File: src/rtl/uart_tx_buffered.sv
// uart_tx_buffered: buffered 8-bit UART transmitter.
// A byte FIFO feeds a baud-timed serializer that drains queued bytes
// back-to-back onto uart_txd (start bit, 8 data bits LSB first, optional
// even parity, STOP_BITS stop bits). The line output is registered.
// Optional feature: define UART_TX_PARITY_EN to insert an even-parity bit
// after the data bits. Without it no parity state or parity logic exists.
//
// Write handshake: a byte on wr_data is accepted on a rising clk edge when
// wr_en and wr_ready are both high. wr_ready is low only while the FIFO is
// full; wr_en asserted while full drops the byte and sets the sticky
// overflow flag, regardless of a pop happening in the same cycle.
module uart_tx_buffered #(
    parameter int CLK_HZ     = 27_000_000,
    parameter int BIT_RATE   = 9600,
    parameter int FIFO_DEPTH = 16,
    parameter int STOP_BITS  = 1
) (
    input  logic                        clk,
    input  logic                        resetn,
    input  logic                        wr_en,
    input  logic [7:0]                  wr_data,
    output logic                        wr_ready,
    input  logic                        tx_en,
    output logic                        uart_txd,
    output logic                        tx_busy,
    output logic [$clog2(FIFO_DEPTH):0] fifo_count,
    output logic                        overflow
);

    // Clocks per bit period, truncated.
    localparam int CPB       = CLK_HZ / BIT_RATE;
    localparam int AW        = $clog2(FIFO_DEPTH);
    localparam int CW        = AW + 1;
    localparam int STOP_CLKS = STOP_BITS * CPB;
    // The timing counter must reach the longest period, i.e. the stop phase.
    localparam int TW        = $clog2(STOP_CLKS + 1);

    localparam logic [TW-1:0] BIT_LAST  = TW'(CPB - 1);
    localparam logic [TW-1:0] STOP_LAST = TW'(STOP_CLKS - 1);
    localparam logic [CW-1:0] FULL_CNT  = CW'(FIFO_DEPTH);

    // Serializer states; PARITY exists only when the parity option is built.
`ifdef UART_TX_PARITY_EN
    typedef enum logic [2:0] {
        S_IDLE   = 3'd0,
        S_START  = 3'd1,
        S_DATA   = 3'd2,
        S_PARITY = 3'd3,
        S_STOP   = 3'd4
    } tx_state_e;
`else
    typedef enum logic [2:0] {
        S_IDLE   = 3'd0,
        S_START  = 3'd1,
        S_DATA   = 3'd2,
        S_STOP   = 3'd4
    } tx_state_e;
`endif

    // ------------------------------------------------------------------
    // FIFO storage and bookkeeping
    // ------------------------------------------------------------------
    logic [7:0]    mem_q [FIFO_DEPTH];
    logic [AW-1:0] wr_ptr_q, wr_ptr_d;
    logic [AW-1:0] rd_ptr_q, rd_ptr_d;
    logic [CW-1:0] count_q, count_d;
    logic          overflow_q, overflow_d;

    logic          full;
    logic          empty;
    logic          push;
    logic          pop;
    logic [7:0]    head;

    assign full  = (count_q == FULL_CNT);
    assign empty = (count_q == '0);
    // Full is judged on the registered count, so a same-cycle pop never
    // makes room for a push.
    assign push  = wr_en & ~full;
    assign head  = mem_q[rd_ptr_q];

    // ------------------------------------------------------------------
    // Serializer registers
    // ------------------------------------------------------------------
    tx_state_e     state_q, state_d;
    logic [TW-1:0] cnt_q, cnt_d;
    logic [2:0]    bit_idx_q, bit_idx_d;
    logic [7:0]    shift_q, shift_d;
    logic          txd_q, txd_d;
`ifdef UART_TX_PARITY_EN
    logic          parity_q, parity_d;
`endif

    // Byte storage: written on accepted pushes only, needs no reset.
    always_ff @(posedge clk) begin
        if (push) begin
            mem_q[wr_ptr_q] <= wr_data;
        end
    end

    // FIFO next-state: pointers wrap naturally (depth is a power of two).
    always_comb begin
        wr_ptr_d   = wr_ptr_q;
        rd_ptr_d   = rd_ptr_q;
        count_d    = count_q;
        overflow_d = overflow_q | (wr_en & full);
        if (push) begin
            wr_ptr_d = wr_ptr_q + AW'(1);
        end
        if (pop) begin
            rd_ptr_d = rd_ptr_q + AW'(1);
        end
        case ({push, pop})
            2'b10:   count_d = count_q + CW'(1);
            2'b01:   count_d = count_q - CW'(1);
            default: count_d = count_q;
        endcase
    end

    // FIFO state register with asynchronous clear.
    always_ff @(posedge clk or negedge resetn) begin
        if (!resetn) begin
            wr_ptr_q   <= '0;
            rd_ptr_q   <= '0;
            count_q    <= '0;
            overflow_q <= 1'b0;
        end else begin
            wr_ptr_q   <= wr_ptr_d;
            rd_ptr_q   <= rd_ptr_d;
            count_q    <= count_d;
            overflow_q <= overflow_d;
        end
    end

    // Serializer next-state and line value. txd_d is a function of the
    // current state, so the registered line lags the state by one clock:
    // the pop happens at N+1 and the start bit appears on the line at N+2.
    always_comb begin
        state_d   = state_q;
        cnt_d     = cnt_q;
        bit_idx_d = bit_idx_q;
        shift_d   = shift_q;
        pop       = 1'b0;
        txd_d     = 1'b1;
`ifdef UART_TX_PARITY_EN
        parity_d  = parity_q;
`endif
        case (state_q)
            S_IDLE: begin
                txd_d = 1'b1;
                if (tx_en && !empty) begin
                    pop     = 1'b1;
                    shift_d = head;
`ifdef UART_TX_PARITY_EN
                    parity_d = ^head;
`endif
                    cnt_d   = '0;
                    state_d = S_START;
                end
            end
            S_START: begin
                txd_d = 1'b0;
                if (cnt_q == BIT_LAST) begin
                    cnt_d     = '0;
                    bit_idx_d = '0;
                    state_d   = S_DATA;
                end else begin
                    cnt_d = cnt_q + TW'(1);
                end
            end
            S_DATA: begin
                txd_d = shift_q[0];
                if (cnt_q == BIT_LAST) begin
                    cnt_d   = '0;
                    shift_d = {1'b0, shift_q[7:1]};
                    if (bit_idx_q == 3'd7) begin
`ifdef UART_TX_PARITY_EN
                        state_d = S_PARITY;
`else
                        state_d = S_STOP;
`endif
                    end else begin
                        bit_idx_d = bit_idx_q + 3'd1;
                    end
                end else begin
                    cnt_d = cnt_q + TW'(1);
                end
            end
`ifdef UART_TX_PARITY_EN
            S_PARITY: begin
                txd_d = parity_q;
                if (cnt_q == BIT_LAST) begin
                    cnt_d   = '0;
                    state_d = S_STOP;
                end else begin
                    cnt_d = cnt_q + TW'(1);
                end
            end
`endif
            S_STOP: begin
                txd_d = 1'b1;
                if (cnt_q == STOP_LAST) begin
                    cnt_d   = '0;
                    state_d = S_IDLE;
                end else begin
                    cnt_d = cnt_q + TW'(1);
                end
            end
            default: begin
                txd_d   = 1'b1;
                cnt_d   = '0;
                state_d = S_IDLE;
            end
        endcase
    end

    // Serializer state register; reset abandons any frame in flight.
    always_ff @(posedge clk or negedge resetn) begin
        if (!resetn) begin
            state_q   <= S_IDLE;
            cnt_q     <= '0;
            bit_idx_q <= '0;
            shift_q   <= '0;
            txd_q     <= 1'b1;
`ifdef UART_TX_PARITY_EN
            parity_q  <= 1'b0;
`endif
        end else begin
            state_q   <= state_d;
            cnt_q     <= cnt_d;
            bit_idx_q <= bit_idx_d;
            shift_q   <= shift_d;
            txd_q     <= txd_d;
`ifdef UART_TX_PARITY_EN
            parity_q  <= parity_d;
`endif
        end
    end

    assign wr_ready   = ~full;
    assign fifo_count = count_q;
    assign overflow   = overflow_q;
    assign uart_txd   = txd_q;
    assign tx_busy    = (state_q != S_IDLE);

endmodule

File: config.mk
export PLATFORM = sky130hd
export DESIGN_NAME = uart_tx_buffered
export DESIGN_NICKNAME = d
export VERILOG_FILES = /design/src/rtl/uart_tx_buffered.sv
export SDC_FILE = /design/constraint.sdc
export NUM_CORES = 1
export LEC_CHECK = 0
export ABC_AREA = 1
export CAP_MARGIN = 20
export CORE_UTILIZATION = 56
export DETAILED_ROUTE_END_ITERATION = 6
export GPL_TIMING_DRIVEN = 0
export PLACE_DENSITY = 0.7
export SYNTH_ARGS = -nofsm -noshare
export SYNTH_HDL_FRONTEND = slang
export SYNTH_SLANG_ARGS = --single-unit
File: constraint.sdc
create_clock -name clk -period 3.7 [get_ports clk]
set_input_delay 0.555 -clock clk [delete_from_list [all_inputs] [get_ports clk]]
set_output_delay 0.555 -clock clk [all_outputs]
set_load 0.03 [all_outputs]
# Word level (Yosys, flattened, before mapping)
# Memories as Yosys holds them, arrays and structs flattened.
# Index checks and enable logic that the tools add are counted.
totals:
  ff_bits: 41
  latchBits: 0
  ram_bits: 128
  rom_bits: 0
  input_bits: 12
  mem_count: 1
classes:
  add_sub_neg: 6
  mul: 0
  div: 0
  magnitude_cmp: 0
  n_eq_ne: 14
  n_shift: 0
  n_mux: 21
  bitwise_logic: 4
  n_reduce_logical: 12
memory_table:
  columns: ["memory", "words", "word_bits", "read_ports", "rd_ports_with_merged_regs", "write_ports", "line_no", "text"]
  rows:
  - ["mem_q", 16, 8, 1, 0, 1, "63", "logic [7:0] mem_q [FIFO_DEPTH];"]
op_table:
  columns: ["op", "count"]
  rows:
  - ["$mux W12", 2]
  - ["$pmux W12 S2", 1]
  - ["$mux W3", 7]
  - ["$mux W8", 2]
  - ["$pmux W8 S2", 1]
  - ["$add A12 B1 Y12 const B", 1]
  - ["$eq A12 B12 Y1 const B", 1]
  - ["$ne A2 B2 Y1 const B", 6]
  - ["$pmux W3 S4", 1]
  - ["$pmux W5 S2", 1]
  - ["$add A4 B1 Y4 const B", 2]
  - ["$eq A3 B3 Y1 const B", 2]
  - ["$pmux W3 S2", 1]
  - ["$reduce_bool A2 Y1", 3]
  - ["$add A5 B1 Y5 const B", 1]
  - ["$eq A5 B5 Y1 const B", 1]
  - ["$logic_not A5 Y1", 1]
  - ["$reduce_and A5 Y1", 1]
  - ["$sub A5 B1 Y5 const B", 1]
  - ["$mux W1", 4]
  - ["$reduce_and A4 Y1", 1]
  - ["$add A3 B1 Y3 const B", 1]
  - ["$eq A3 B1 Y1 const B", 1]
  - ["$eq A3 B2 Y1 const B", 1]
  - ["other kinds (12)", 13]

# Longest topological paths before layout
depth:
  depth_word: 7
  mapped_depth: 15
  depth_no_buf: 15

# Worst setup path before layout
# Ideal clock, no wire load.
synth_timing:
  path_type: "reg-to-reg"
  from: "reg count_q[1] (netlist: fifo_count[1])"
  to: "reg count_q[4] (netlist: fifo_count[4])"
  setup_time_ps: 66
  arrival_ps: 2390
  required_ps: 3634
  slack_ps: 1244
  stages_incl_launch_ff: 14
  period_less_slack_ps: 2456
  cell_sequence: "dfrtp_1 nor2_1 nand4_1 nand2_1 ha_1 xor2_1 ha_1 inv_1 nand2_1 nand3_1 nand2_1 xor2_1 nand2_1 nand2_1"
synth_lines:
  columns: ["element", "line_no", "text"]
  rows:
  - ["from (decl)", "66", "logic [CW-1:0] count_q, count_d;"]
  - ["from (signal assigned)", "130", "count_q <= count_d;"]
  - ["$eq A5 B5 Y1 *", "75", "assign full = (count_q == FULL_CNT);"]
  - ["$not A1 Y1 *", null, null]
  - ["named net wr_ready", "22", "output logic wr_ready,"]
  - ["$and A1 B1 Y1 *", "79", "assign push = wr_en & ~full;"]
  - ["$eq A2 B1 Y1 / $eq A2 B2 Y1 (equally long branches)", "113", "case ({push, pop})"]
  - ["$pmux W5 S2 / $reduce_bool A2 Y1 (equally long branches)", null, null]
# Mark *: on every way through the listed nets, which the timed path passes. The rest lies on a longest branch.
# A chain may end at the register's enable or synchronous reset.

# Worst setup path in the final report
layout_timing:
  from: "reg count_q[0] (netlist: fifo_count[0])"
  to: "out wr_ready"
layout_between:
  elab_chain_cells: 2
layout_rtl:
  columns: ["element", "line_no", "text"]
  rows:
  - ["$eq A5 B5 Y1", "75", null]
  - ["$not A1 Y1", "240", "assign wr_ready = ~full;"]
  - ["to (decl)", "22", null]
# Every way passes these cells.

==> summary.txt <==
Synthesis
  • YS warnings: 0
  • Syn_area_per_cell: 9.74 um^2
  • Post-synth EDFFs: roughly 130
  • Sequential area share after synthesis: a little over three fifths
  • Synth top cells by count: 255 x nand2_1, 128 x edfxtp_1, 99 x nand3_1
  • Top-count cell post-synth: nand2_1
  • Syn Inst Count: about 800
  • Ys async rst share: between 20% and 30%
  • Unique masters post-synth: 36
  • Most used DFF post-synth: edfxtp_1
  • Synth top area share: 49.7%
  • Syn Std Cell Area: just under 0.008 mm^2
  • #FFs+latches synth: 169
  • Largest cells by area after synthesis: edfxtp_1 50%, dfrtp_1 13%, nand2_1 12%, nand3_1 6.4%, inv_1 4.5%
  • Mapped Nets: about 820
  • Post-synth top area cell: edfxtp_1

Cells and area
  • Antenna diodes: 0
  • Layout cells sized above 1: 8.14%
  • Reg area: a little under 0.005 mm^2
  • Final core utilization: 65.5%
  • Area grow syn2layout: 13.1%
  • # nets final: about 860
  • Fill count: approximately 1100
  • Multi-input logic area: roughly 0.0024 mm^2

Setup path
  • WP data arrival: ~1.9 ns
  • Worst EP required: 3.14 ns
  • CP startpoint kind: flop
  • CP Max Fanout: 5
  • RR Endpoint: mem_q[4][4]$_DFFE_PP_
  • R2R setup slack: 1.22 ns
  • R2r startpoint: fifo_count[0]$_DFFE_PN0P_
  • Worst Reg-to-Reg Cells: 6
  • Setup CP Type: flop to output pin
  • Endpoint class of the critical path: output pin

Global routing
  • Congestion Overflow GR: 0
  • First-pass GRT wire length: 27500 um
  • Largest net degree at the start of global routing: 37
  • Total Routing Usage GR: around a quarter
  • Initial antenna violation count: 0
  • Vias in the first global route: 5235

Timing
  • Relative slew slack: between 30% and 40%
  • RSZ-0062 raised after global routing: false
  • Least-Margin Pin Slew: roughly 0.95 ns
  • Setup violations, final: 0
  • Period utilization: between 60% and 70%
  • Minimum clock period: roughly 2.5 ns
  • Peak Freq: between 400 and 500 MHz
  • Max-slew violation count: 0
  • Setup TNS: 0 ns
  • Final Hold Fails: 0
  • Skew final: between 0.01 and 0.015 ns

Floorplan
  • Initial Util: ~58%
  • Die area: between 0.01 and 0.015 mm^2
  • Cell Rows: between 40 and 50
  • Io pins: 21
  • Chip width: 119 um
  • Core footprint: between 0.01 and 0.015 mm^2
  • Die height: 119 um

Status
  • Status: completed

Worst hold path
  • WHS Endpoint: shift_q[2]$_DFFE_PN0P_
  • Hold Crit Class: flop to flop
  • Hold depth: 2
  • Worst Hold Launch: shift_q[2]$_DFFE_PN0P_

Clocking
  • CTS buffer count: 17
  • CTS tree: done
  • CTS max path bufs: 2
  • Post-CTS sizing: 0
  • Clk_lat worst skew: roughly 0.43 ns
  • Clk slew on worst S/H paths: 0.06 ns
  • Root Buffer: clkbuf_16
  • CTS sink cnt: 169
  • H-Tree Level Count: 4

Drt
  • Initial DRC count: approximately 660
  • Drt wl/cell: between 15 and 20 um
  • Post-route ant nets: 0
  • Router iterations before antenna repair: 6
  • Drt total wl: ~18000 um
  • Drt drc: 0
  • Met3 WL post-DR: 1120 um
  • Met2 wire length: between 8000 and 9000 um
  • M1 WL: ~7700 um
  • Uppermost metal layer occupied by signal nets: met4
  • DR vias/cell: around 5.4
  • Via count: approximately 5500

Job
  • Max-Cap Viols: 0

Placement
  • Port-buffer cells: 20
  • Hpwl dp: 12000 um
  • GP Congestion: about 0.88

Power and ir drop
  • Worst VDD drop: between 0.0005 and 0.0006 V
  • Static leakage power: roughly 3.8 nW
  • PD cells: 768 mW/mm^2
-- cell usage in the layout (no fill, tap or decap), types with 10 or more instances in the layout --
master	instances
nand3_1	99
clkdlybuf4s50_1	19
clkbuf_16	17
dfrtp_1	40
nand2_1	255
clkbuf_1	13
buf_2	10
edfxtp_1	128
inv_1	92
nor2_1	60
ha_1	12
o21ai_0	15
xor2_1	13
-- cells by family after synthesis --
| group | count (synthesis) | share of synthesized area, % |
|---|---|---|
| AO/OA/AOI/OAI | 31 | 2.23 |
| XOR/XNOR | 15 | 1.70 |
| adder cells (fa/ha/maj) | 12 | 1.94 |
| buffers and inverters | 126 | 6.55 |
| flip-flops | 169 | 63.0 |
| AND/OR/NAND/NOR | 441 | 24.6 |
-- metrics by stage --
stage          cells  instance area, um^2  worst slack [ns]  power (mW)  hold WS [ns]
3_5_place_dp     991                 8170             0.972        5.00         0.402
6_report        1024                 8750              1.20        6.72         0.481
4_1_cts         1024                 8750              1.22        6.70         0.484
5_1_grt         1024                 8750              1.02        7.09         0.511
3_3_place_gp     990                 8150             0.949        4.95         0.457
2_1_floorplan    794                 7730              1.24        4.21         0.259
-- layout make-up --
cell class | instances | area share (%)
plain buffers | 27 | 1.54
clock buffers | 21 | 5.26
clock inverters | 11 | 1.26
inverters | 99 | 4.25
multi-input cells | 499 | 26.9
flip-flops and latches | 169 | 55.7
well taps | 176 | 2.52
repair buffers | 22 | 2.57
-- state kept, by name (all words and copies together) (netlist names) --
name        count
fifo_count      5
shift_q         8
mem_q         128
bit_idx_q       3
rd_ptr_q        4
uart_txd        1
overflow        1
wr_ptr_q        4
cnt_q          12
state_q         3
-- worst max-delay path: stages, from the launching register on --
cell	delay [ns]
dfrtp_1	0.45
nor2_1	0.18
nand4_1	0.22
clkdlybuf4s50_1	0.66
-- repair_timing --
item / CTS / global route
hold buffers: 1 / 0
hold endpoints to repair: 5 / 0
setup buffers: 0 / 0
-- worst max path at each step --
stage,start,endpoint,slack (ns)
5_1_grt,fifo_count[0]$_DFFE_PN0P_,fifo_count[4]$_DFFE_PN0P_,1.02
2_1_floorplan,fifo_count[1]$_DFFE_PN0P_,fifo_count[4]$_DFFE_PN0P_,1.24
6_report,fifo_count[0]$_DFFE_PN0P_,wr_ready,1.20
4_1_cts,fifo_count[0]$_DFFE_PN0P_,wr_ready,1.22
3_3_place_gp,resetn,wr_ptr_q[3]$_DFFE_PN0P_,0.95
3_5_place_dp,tx_en,fifo_count[4]$_DFFE_PN0P_,0.97
-- layer usage --
layer,global-route usage (%),vias to the layer above
met2,41.6,230
met3,5.85,24
met5,0,-
met4,9.53,0
met1,35.3,2615
li1,-,2660
-- report_power, final --
| part | internal (mW) | switching (mW) | total [mW] |
|---|---|---|---|
| registers | 2.35 | 0.159 | 2.51 |
| logic | 0.766 | 1.75 | 2.52 |
| clock network | 0.972 | 0.725 | 1.70 |
| total | 4.09 | 2.64 | 6.72 |
Note: power is estimated with default switching activity, not from simulation.
